==> src/rtl/vend_pkg.sv <==
// Shared vending definitions: coin codes, coin values and the change dispenser state encoding.
package vend_pkg;

  localparam int VEND_W = 7;

  localparam logic [1:0] COIN_1  = 2'b00;
  localparam logic [1:0] COIN_2  = 2'b01;
  localparam logic [1:0] COIN_10 = 2'b10;
  localparam logic [1:0] COIN_20 = 2'b11;

  typedef enum logic [2:0] {
    ST_IDLE,
    ST_SELECT,
    ST_ISSUE,
    ST_DONE,
    ST_SHORT
  } disp_state_t;

  function automatic logic [VEND_W-1:0] coin_value(input logic [1:0] code);
    case (code)
      COIN_1:  return VEND_W'(1);
      COIN_2:  return VEND_W'(2);
      COIN_10: return VEND_W'(10);
      default: return VEND_W'(20);
    endcase
  endfunction

endpackage

==> src/rtl/coin_select.sv <==
// Greedy coin picker: largest denomination that fits in the remaining amount and is in stock.
module coin_select
  import vend_pkg::*;
#(
  parameter int W       = 7,
  parameter int STOCK_W = 6
) (
  input  logic [W-1:0]              remaining,
  input  logic [3:0][STOCK_W-1:0]   stock,
  output logic                      found,
  output logic [1:0]                code
);

  // Codes ascend with value, so a later hit in the scan wins the priority.
  always_comb begin
    found = 1'b0;
    code  = COIN_1;
    for (int i = 0; i < 4; i++) begin
      if ((stock[i] != '0) && (W'(coin_value(2'(i))) <= remaining)) begin
        found = 1'b1;
        code  = 2'(i);
      end
    end
  end

endmodule

==> src/rtl/change_dispenser.sv <==
// Change dispenser: pays a refund greedily one coin per hopper handshake from per-coin stock.
//
//  state  | meaning
//  IDLE   | waiting for start; stock may be reloaded
//  SELECT | choose the next coin from remaining and stock
//  ISSUE  | coin presented to hopper until coin_ack
//  DONE   | full amount paid, done pulse
//  SHORT  | no coin fits, short_chg pulse, remaining keeps unpaid value
module change_dispenser
  import vend_pkg::*;
#(
  parameter int W          = 7,
  parameter int STOCK_W    = 6,
  parameter int INIT_STOCK = 20
) (
  input  logic               CLK,
  input  logic               RST,
  input  logic               start,
  input  logic [W-1:0]       amount,
  input  logic               stock_ld,
  input  logic [1:0]         stock_sel,
  input  logic [STOCK_W-1:0] stock_val,
  input  logic               coin_ack,
  output logic               coin_valid,
  output logic [1:0]         coin_sel,
  output logic               busy,
  output logic               done,
  output logic               short_chg,
  output logic [W-1:0]       remaining,
  output logic [3:0]         stock_empty
);

  disp_state_t             state;
  logic [3:0][STOCK_W-1:0] stock;
  logic                    pick_found;
  logic [1:0]              pick_code;
  logic [W-1:0]            coin_amt;
  logic [W-1:0]            rem_next;

  coin_select #(
    .W       (W),
    .STOCK_W (STOCK_W)
  ) u_coin_select (
    .remaining (remaining),
    .stock     (stock),
    .found     (pick_found),
    .code      (pick_code)
  );

  assign coin_amt = W'(coin_value(coin_sel));
  assign rem_next = remaining - coin_amt;

  always_comb begin
    for (int i = 0; i < 4; i++) begin
      stock_empty[i] = (stock[i] == '0);
    end
  end

  always_ff @(posedge CLK) begin
    if (RST) begin
      state      <= ST_IDLE;
      coin_valid <= 1'b0;
      coin_sel   <= COIN_1;
      busy       <= 1'b0;
      done       <= 1'b0;
      short_chg  <= 1'b0;
      remaining  <= '0;
      for (int i = 0; i < 4; i++) begin
        stock[i] <= STOCK_W'(INIT_STOCK);
      end
    end else begin
      case (state)
        ST_IDLE: begin
          if (stock_ld) begin
            stock[stock_sel] <= stock_val;
          end
          if (start) begin
            remaining <= amount;
            busy      <= 1'b1;
            if (amount == '0) begin
              done  <= 1'b1;
              state <= ST_DONE;
            end else begin
              state <= ST_SELECT;
            end
          end
        end
        ST_SELECT: begin
          if (pick_found) begin
            coin_sel   <= pick_code;
            coin_valid <= 1'b1;
            state      <= ST_ISSUE;
          end else begin
            short_chg <= 1'b1;
            state     <= ST_SHORT;
          end
        end
        ST_ISSUE: begin
          if (coin_ack) begin
            coin_valid      <= 1'b0;
            remaining       <= rem_next;
            stock[coin_sel] <= stock[coin_sel] - STOCK_W'(1);
            if (rem_next == '0) begin
              done  <= 1'b1;
              state <= ST_DONE;
            end else begin
              state <= ST_SELECT;
            end
          end
        end
        ST_DONE, ST_SHORT: begin
          done      <= 1'b0;
          short_chg <= 1'b0;
          busy      <= 1'b0;
          state     <= ST_IDLE;
        end
        default: begin
          coin_valid <= 1'b0;
          busy       <= 1'b0;
          state      <= ST_IDLE;
        end
      endcase
    end
  end

endmodule

==> config.mk <==
export PLATFORM = sky130hd
export DESIGN_NAME = change_dispenser
export DESIGN_NICKNAME = d
export VERILOG_FILES = /design/src/rtl/vend_pkg.sv /design/src/rtl/coin_select.sv /design/src/rtl/change_dispenser.sv
export SDC_FILE = /design/constraint.sdc
export NUM_CORES = 1
export LEC_CHECK = 0
export CORE_MARGIN = 1.5
export CORE_UTILIZATION = 42
export CTS_CLUSTER_DIAMETER = 120
export DETAILED_ROUTE_END_ITERATION = 8
export PLACE_DENSITY = 0.67
export SYNTH_ARGS = -nofsm -noshare
export SYNTH_HDL_FRONTEND = slang
export SYNTH_SLANG_ARGS = --single-unit
==> constraint.sdc <==
create_clock -name CLK -period 2.5 [get_ports CLK]
set_clock_uncertainty 0.05 [all_clocks]
set_input_delay 0.375 -clock CLK [delete_from_list [all_inputs] [get_ports CLK]]
set_output_delay 0.375 -clock CLK [all_outputs]
set_load 0.01 [all_outputs]
==> results_dict.tcl, run 1 <==
set metrics [dict create \
    status "complete, no violations" \
    rows 28 \
    critPathArrivalTime_ns 2.61 \
    fp.dieArea_sq_um 6606 \
    clock_sinks 40 \
    criticalPathCategory "flip-flop to flip-flop" \
    hold_path.class "flip-flop to flip-flop" \
    synth.area.top_cells "dfxtp_1 (31%), o21ai_0 (6.6%), nor2_1 (5.7%)" \
    cts-root-buf "clkbuf_8" \
    power_frac_comb_pct 34.4 \
    pwr-share-seq_pct 39.8 \
    synth.distinct_cells 53 \
    place.gp.congestion 0.9992 \
    io_pins 37 \
    coreArea_sq_um 5921 \
    cp-start-kind "flip-flop" \
    wl_per_cell_um 18.09 \
    met2_length_um 3431 \
    grt_overflow 0 \
    ff2ff_path_depth 10 \
    worst_slew_pin_slew_ns 0.7802 \
    endpoint_kind "flip-flop" \
    postRouteAntennaNets 0 \
    die_y_um 81.28 \
    htreeDepth 2 \
    hold_violations 0 \
    cts.path.max_buffers 2 \
    drc 0 \
    final_core_util_pct 55.37 \
    synth_area_leader_cell "dfxtp_1" \
    place.port_buffers 36 \
    grt_pass1_vias 2387 \
    num_vias 2653 \
    met3WireLength_um 674 \
    hold-worst-slack_ns 0.4223 \
    floorplan.initialDensity_pct 43.47 \
    numCtsBuffers 5 \
    routed_via_density 6.155 \
    postSynthAreaPerCell_sq_um 8.249 \
    maxSlewViolCount 0 \
    track_usage_pct 25.43 \
    synth_flop_cell "dfxtp_1" \
    drt_wl_total_um 7797 \
    clock_latency_ns 0.30 \
    drive_gt1_share_pct 14.61 \
    drtPass1Iterations 7 \
    multi_input_area_sq_um 1745 \
    fin_area_sq_um 3278 \
    synth_edf_count 0 \
    antenna_found_initial 0 \
    clkTransAtPathRegs_ns 0.08 \
    fmax_ghz 0.4116 \
    finalSetupViolCount 0 \
    syn_inst 312 \
    async_reset_ff_share_pct 0 \
    die_w_um 81.28 \
    seq_area_frac_synth_pct 31.11 \
    layout.nets 387 \
    post-route-period-util_pct 97.17 \
    nFillCells 539 \
    dpl_cell_area_sq_um 3107 \
    sw_frac_of_total_pct 33.49 \
    cell_internal_pwr_mw 1.197 \
    final_cell_mix "nor2_1 (38), dfxtp_1 (38), clkdlybuf4s50_1 (36)" \
    irDropWorstVdd_v 0.0003182 \
    drv_cap 0 \
    cts_tree "built" \
    synthesis.nets 344 \
    drtIter0Drc 249 \
    worst-path-max-fanout 4 \
    ys_ff_latch 40 \
    synth_warnings 0 \
    ff_latch_area_sq_um 808.3 \
    hpwl_um 5773 \
    crit_required_ns 2.68 \
    power.density_nw_per_um2 549.0 \
    synth_top_cell_area_share_pct 31.11 \
    routed.top_layer "met4" \
    clockPowerShare_pct 25.8 \
    fin_crit_ns 2.429 \
    grt_pass1_wl_um 12540 \
    cellLeakagePower_nw 1.219 \
    worstHoldPathCells 2 \
    area_delta_synth_final_pct 27.37 \
    syn-cell-area_sq_um 2574 \
    wl_met1_um 3517 \
    slew_headroom_pct 47.87 \
    grt_max_degree 27 \
    switchingPower_mw 0.6027 \
    n_antenna_cell 0 \
]
[routing by layer]
| metal | GRT usage, % | vias up |
|---|---|---|
| met5 | 0 | - |
| met4 | 7.069 | 0 |
| li1 | - | 1252 |
| met3 | 4.157 | 25 |
| met2 | 38.26 | 127 |
| met1 | 37.21 | 1249 |
[path summary, 6_finish.rpt]
path                                               start                      to  slack (ns)
worst max-delay path            coin_sel[0]$_SDFFE_PP0P_       done$_SDFFE_PP0P_        0.07
worst min-delay path              short_chg$_SDFFE_PP0P_  short_chg$_SDFFE_PP0P_        0.42
worst max register to register  coin_sel[0]$_SDFFE_PP0P_       done$_SDFFE_PP0P_        0.07
worst min register to register    short_chg$_SDFFE_PP0P_  short_chg$_SDFFE_PP0P_        0.42
[cell usage after synthesis, drive strengths merged, types with 5 or more instances]
cell    number
a21oi       10
ha          11
clkbuf       9
mux4         6
inv         14
nor3        13
buf          6
nor2        39
a211oi       5
o21ai       39
a22oi       12
nand2       27
dfxtp       40
xnor2        5
[power groups by stage]
stage | Combinational (mW) | Clock, mW | Sequential (mW)
after global placement | 0.560 | 0 | 0.730
final | 0.619 | 0.465 | 0.716
after floorplan | 0.373 | 0 | 0.727
after global routing | 0.677 | 0.504 | 0.722
after detailed placement | 0.563 | 0 | 0.729
after CTS | 0.584 | 0.473 | 0.714
[critical path, stage by stage, from the launching register on]
cell	delay [ns]
dfxtp_4	0.38
inv_4	0.05
ha_4	0.16
ha_4	0.16
fa_2	0.35
nand2b_4	0.16
a21oi_4	0.19
xnor2_2	0.14
nand2_1	0.07
or4_4	0.51
a21oi_2	0.15
[through the flow]
step                      worst slack, ns  cells   TNS (ns)  total power [mW]
after floorplan                   0.01759    312          0             1.100
after global placement           -0.01016    421   -0.01016             1.289
after detailed placement         -0.07648    421    -0.1415             1.292
after CTS                         0.01977    429          0             1.771
after global routing            -0.003990    431  -0.003990             1.903
final                             0.07065    431          0             1.800
[flip-flops by register name, summed over array words and instances (netlist names)]
register and cells:
done 1, stock 24, short_chg 1, state 3, coin_sel 2, busy 1, remaining 7, coin_valid 1
[cells by family after synthesis]
group | share of synthesized area, %
AND/OR/NAND/NOR | 21.88
AO/OA/AOI/OAI | 26.50
flip-flops | 31.11
buffers and inverters | 5.056
adder cells (fa/ha/maj) | 6.125
XOR/XNOR | 2.723
multiplexers | 6.611
[area by class of cell]
class | count | area share (%)
Clock buffer | 8 | 2.748
Inverter | 14 | 1.679
Multi-Input combinational cell | 243 | 53.24
Sequential cell | 40 | 24.66
Tap cell | 75 | 2.863
Timing Repair Buffer | 51 | 14.81
[timing repair]
action / CTS / global route
gates resized for setup: 4 / 11
hold buffers: 0 / 0
endpoints found under the setup margin: 3 / 22
buffers inserted: 0 / 2
gates cloned: 0 / 0
pin swaps: 1 / 5
(Power assumes the default switching activity.)
==> run 2: changes to the inputs <==
Settings changed: ABC_AREA set to 0.
==> results of run 2 <==
Same layout as run 1: the final DEF is identical, and so are final timing and power.
==> run 3: changes to the inputs <==
Settings changed: ABC_AREA 0 to not set, CAP_MARGIN set to 0, TNS_END_PERCENT set to 30.
==> run 3 against run 2 <==
  * Register-to-register slack worse by 0.03 ns
  * Clock-buffer cell count down 2
  * Die area unchanged
  * Setup slack lost 0.026 ns
  * Critical path depth down 7
  * Sequential cell count stayed put
  * Sequential power barely moved
  * Non-clock buffer count grew 4
  * First-iteration DRC count up 24%
  * Cell count increased by 0.93%
  * Critical path type is now flip-flop to output port
==> results_dict.tcl, run 3 (synthesized netlist as in run 1, its figures left out) <==
set metrics [dict create \
    die_y_um 81.28 \
    cts-root-buf "clkbuf_8" \
    drtIter0Drc 309 \
    drv_cap 0 \
    hold_violations 0 \
    place.port_buffers 36 \
    grt_pass1_wl_um 12200 \
    num_vias 2633 \
    hold_path.class "flip-flop to flip-flop" \
    irDropWorstVdd_v 0.0002883 \
    largest_register_ffs 24 \
    hpwl_um 5722 \
    io_pins 37 \
    final_cell_mix "nor2_1 (38), dfxtp_1 (38), clkdlybuf4s50_1 (36)" \
    critPathBufInv 1 \
    rsz0062_at_grt "yes" \
    rows 28 \
    top_regs "stock x24, remaining x7, state x3" \
    grt_overflow 0 \
    crit_required_ns 2.08 \
    cts_tree "built" \
    track_usage_pct 24.60 \
    htreeDepth 2 \
    fmax_ghz 0.4073 \
    endpoint_kind "output port" \
    worst_path_max_delay_cell "clkdlybuf4s50_1" \
    cellLeakagePower_nw 1.244 \
    die_w_um 81.28 \
    floorplan.initialDensity_pct 43.47 \
    wl_per_cell_um 17.77 \
    criticalPathCategory "flip-flop to output port" \
    coreArea_sq_um 5921 \
    cts.path.max_buffers 2 \
    path_delay_family "simple AND/OR/NAND/NOR gates" \
    drtPass1Iterations 6 \
    routed_via_density 6.053 \
    numCtsBuffers 5 \
    critPathArrivalTime_ns 2.03 \
    finalSetupViolCount 0 \
    drive_gt1_share_pct 15.28 \
    fin_crit_ns 2.455 \
    area_delta_synth_final_pct 28.25 \
    cts_hold_buf 0 \
    drc 0 \
    clkTransAtPathRegs_ns 0.09 \
    clock_sinks 40 \
    grt_pass1_vias 2361 \
    antenna_found_initial 0 \
    crit_chain "or4_1, nor3_2, clkdlybuf4s50_1" \
    status "complete, no violations" \
    maxSlewViolCount 0 \
    place.gp.congestion 0.9307 \
    cp-start-kind "flip-flop" \
    top_register "stock" \
    post-route-period-util_pct 98.20 \
    slew_headroom_pct 46.87 \
    grt_max_degree 27 \
    clock_latency_ns 0.31 \
    layout.nets 391 \
    worst_slew_pin_slew_ns 0.7886 \
    drt_wl_total_um 7728 \
    n_antenna_cell 0 \
    postRouteAntennaNets 0 \
    finalSetupTns_ns 0 \
    final_core_util_pct 55.75 \
    power_mw 1.830 \
    worst-path-max-fanout 4 \
    cpPeakStageDelay_ns 0.58 \
    fp.dieArea_sq_um 6606 \
    power.density_nw_per_um2 554.6 \
]
## run 3: tightest hold or removal path: stages (launching register included)
cell and delay (ns):
dfxtp_1 0.32, nand2_1 0.05, a21oi_1 0.05
## run 3: power breakdown
part / total, mW / leakage (nW) / switching [mW] / internal (mW)
combinational: 0.615 / 0.863 / 0.321 / 0.295
clock: 0.499 / 0.0523 / 0.243 / 0.255
sequential: 0.716 / 0.328 / 0.0411 / 0.675
## run 3: final cells by class
cell class / count / area, sq um
Sequential cell: 40 / 808.3
Inverter: 14 / 52.55
Clock buffer: 6 / 93.84
Multi-Input combinational cell: 243 / 1724
Fill cell: 561 / 2620
Clock inverter: 2 / 12.51
Tap cell: 75 / 93.84
Timing Repair Buffer: 55 / 515.5
## run 3: path summary, 6_finish.rpt
kind / startpoint / endpoint / depth (start not counted) / slack [ns]
max: stock[9]$_SDFFE_PP0P_ / stock_empty[1] / 3 / 0.04
min: short_chg$_SDFFE_PP0P_ / short_chg$_SDFFE_PP0P_ / 2 / 0.42
max reg2reg: coin_sel[0]$_SDFFE_PP0P_ / done$_SDFFE_PP0P_ / 10 / 0.04
min reg2reg: short_chg$_SDFFE_PP0P_ / short_chg$_SDFFE_PP0P_ / 2 / 0.42
## run 3: repair_timing
item	CTS	global route
gates resized for setup	3	12
setup buffers	0	1
pin swaps	0	4
endpoints found under the setup margin	3	9
## run 3: metal layers
metal  vias to the layer above  track usage [%]  share of wire (%)
met2                       131            37.02                 44
met3                        20            4.157                8.3
met4                         0            8.448                2.0
met1                      1226            35.23                 46
li1                       1256                -                  -
met5                         -                0                  0
## run 3: per-stage QoR
stage	worst slack [ns]	area (sq um)	instances	hold slack, ns
3_3_place_gp	0.04729	3122	426	0.4080
2_1_floorplan	-0.001510	2597	312	0.4128
4_1_cts	-0.001293	3248	434	0.4257
3_5_place_dp	-0.08401	3122	426	0.4151
6_report	0.04499	3301	435	0.4164
5_1_grt	-0.02422	3301	435	0.4628
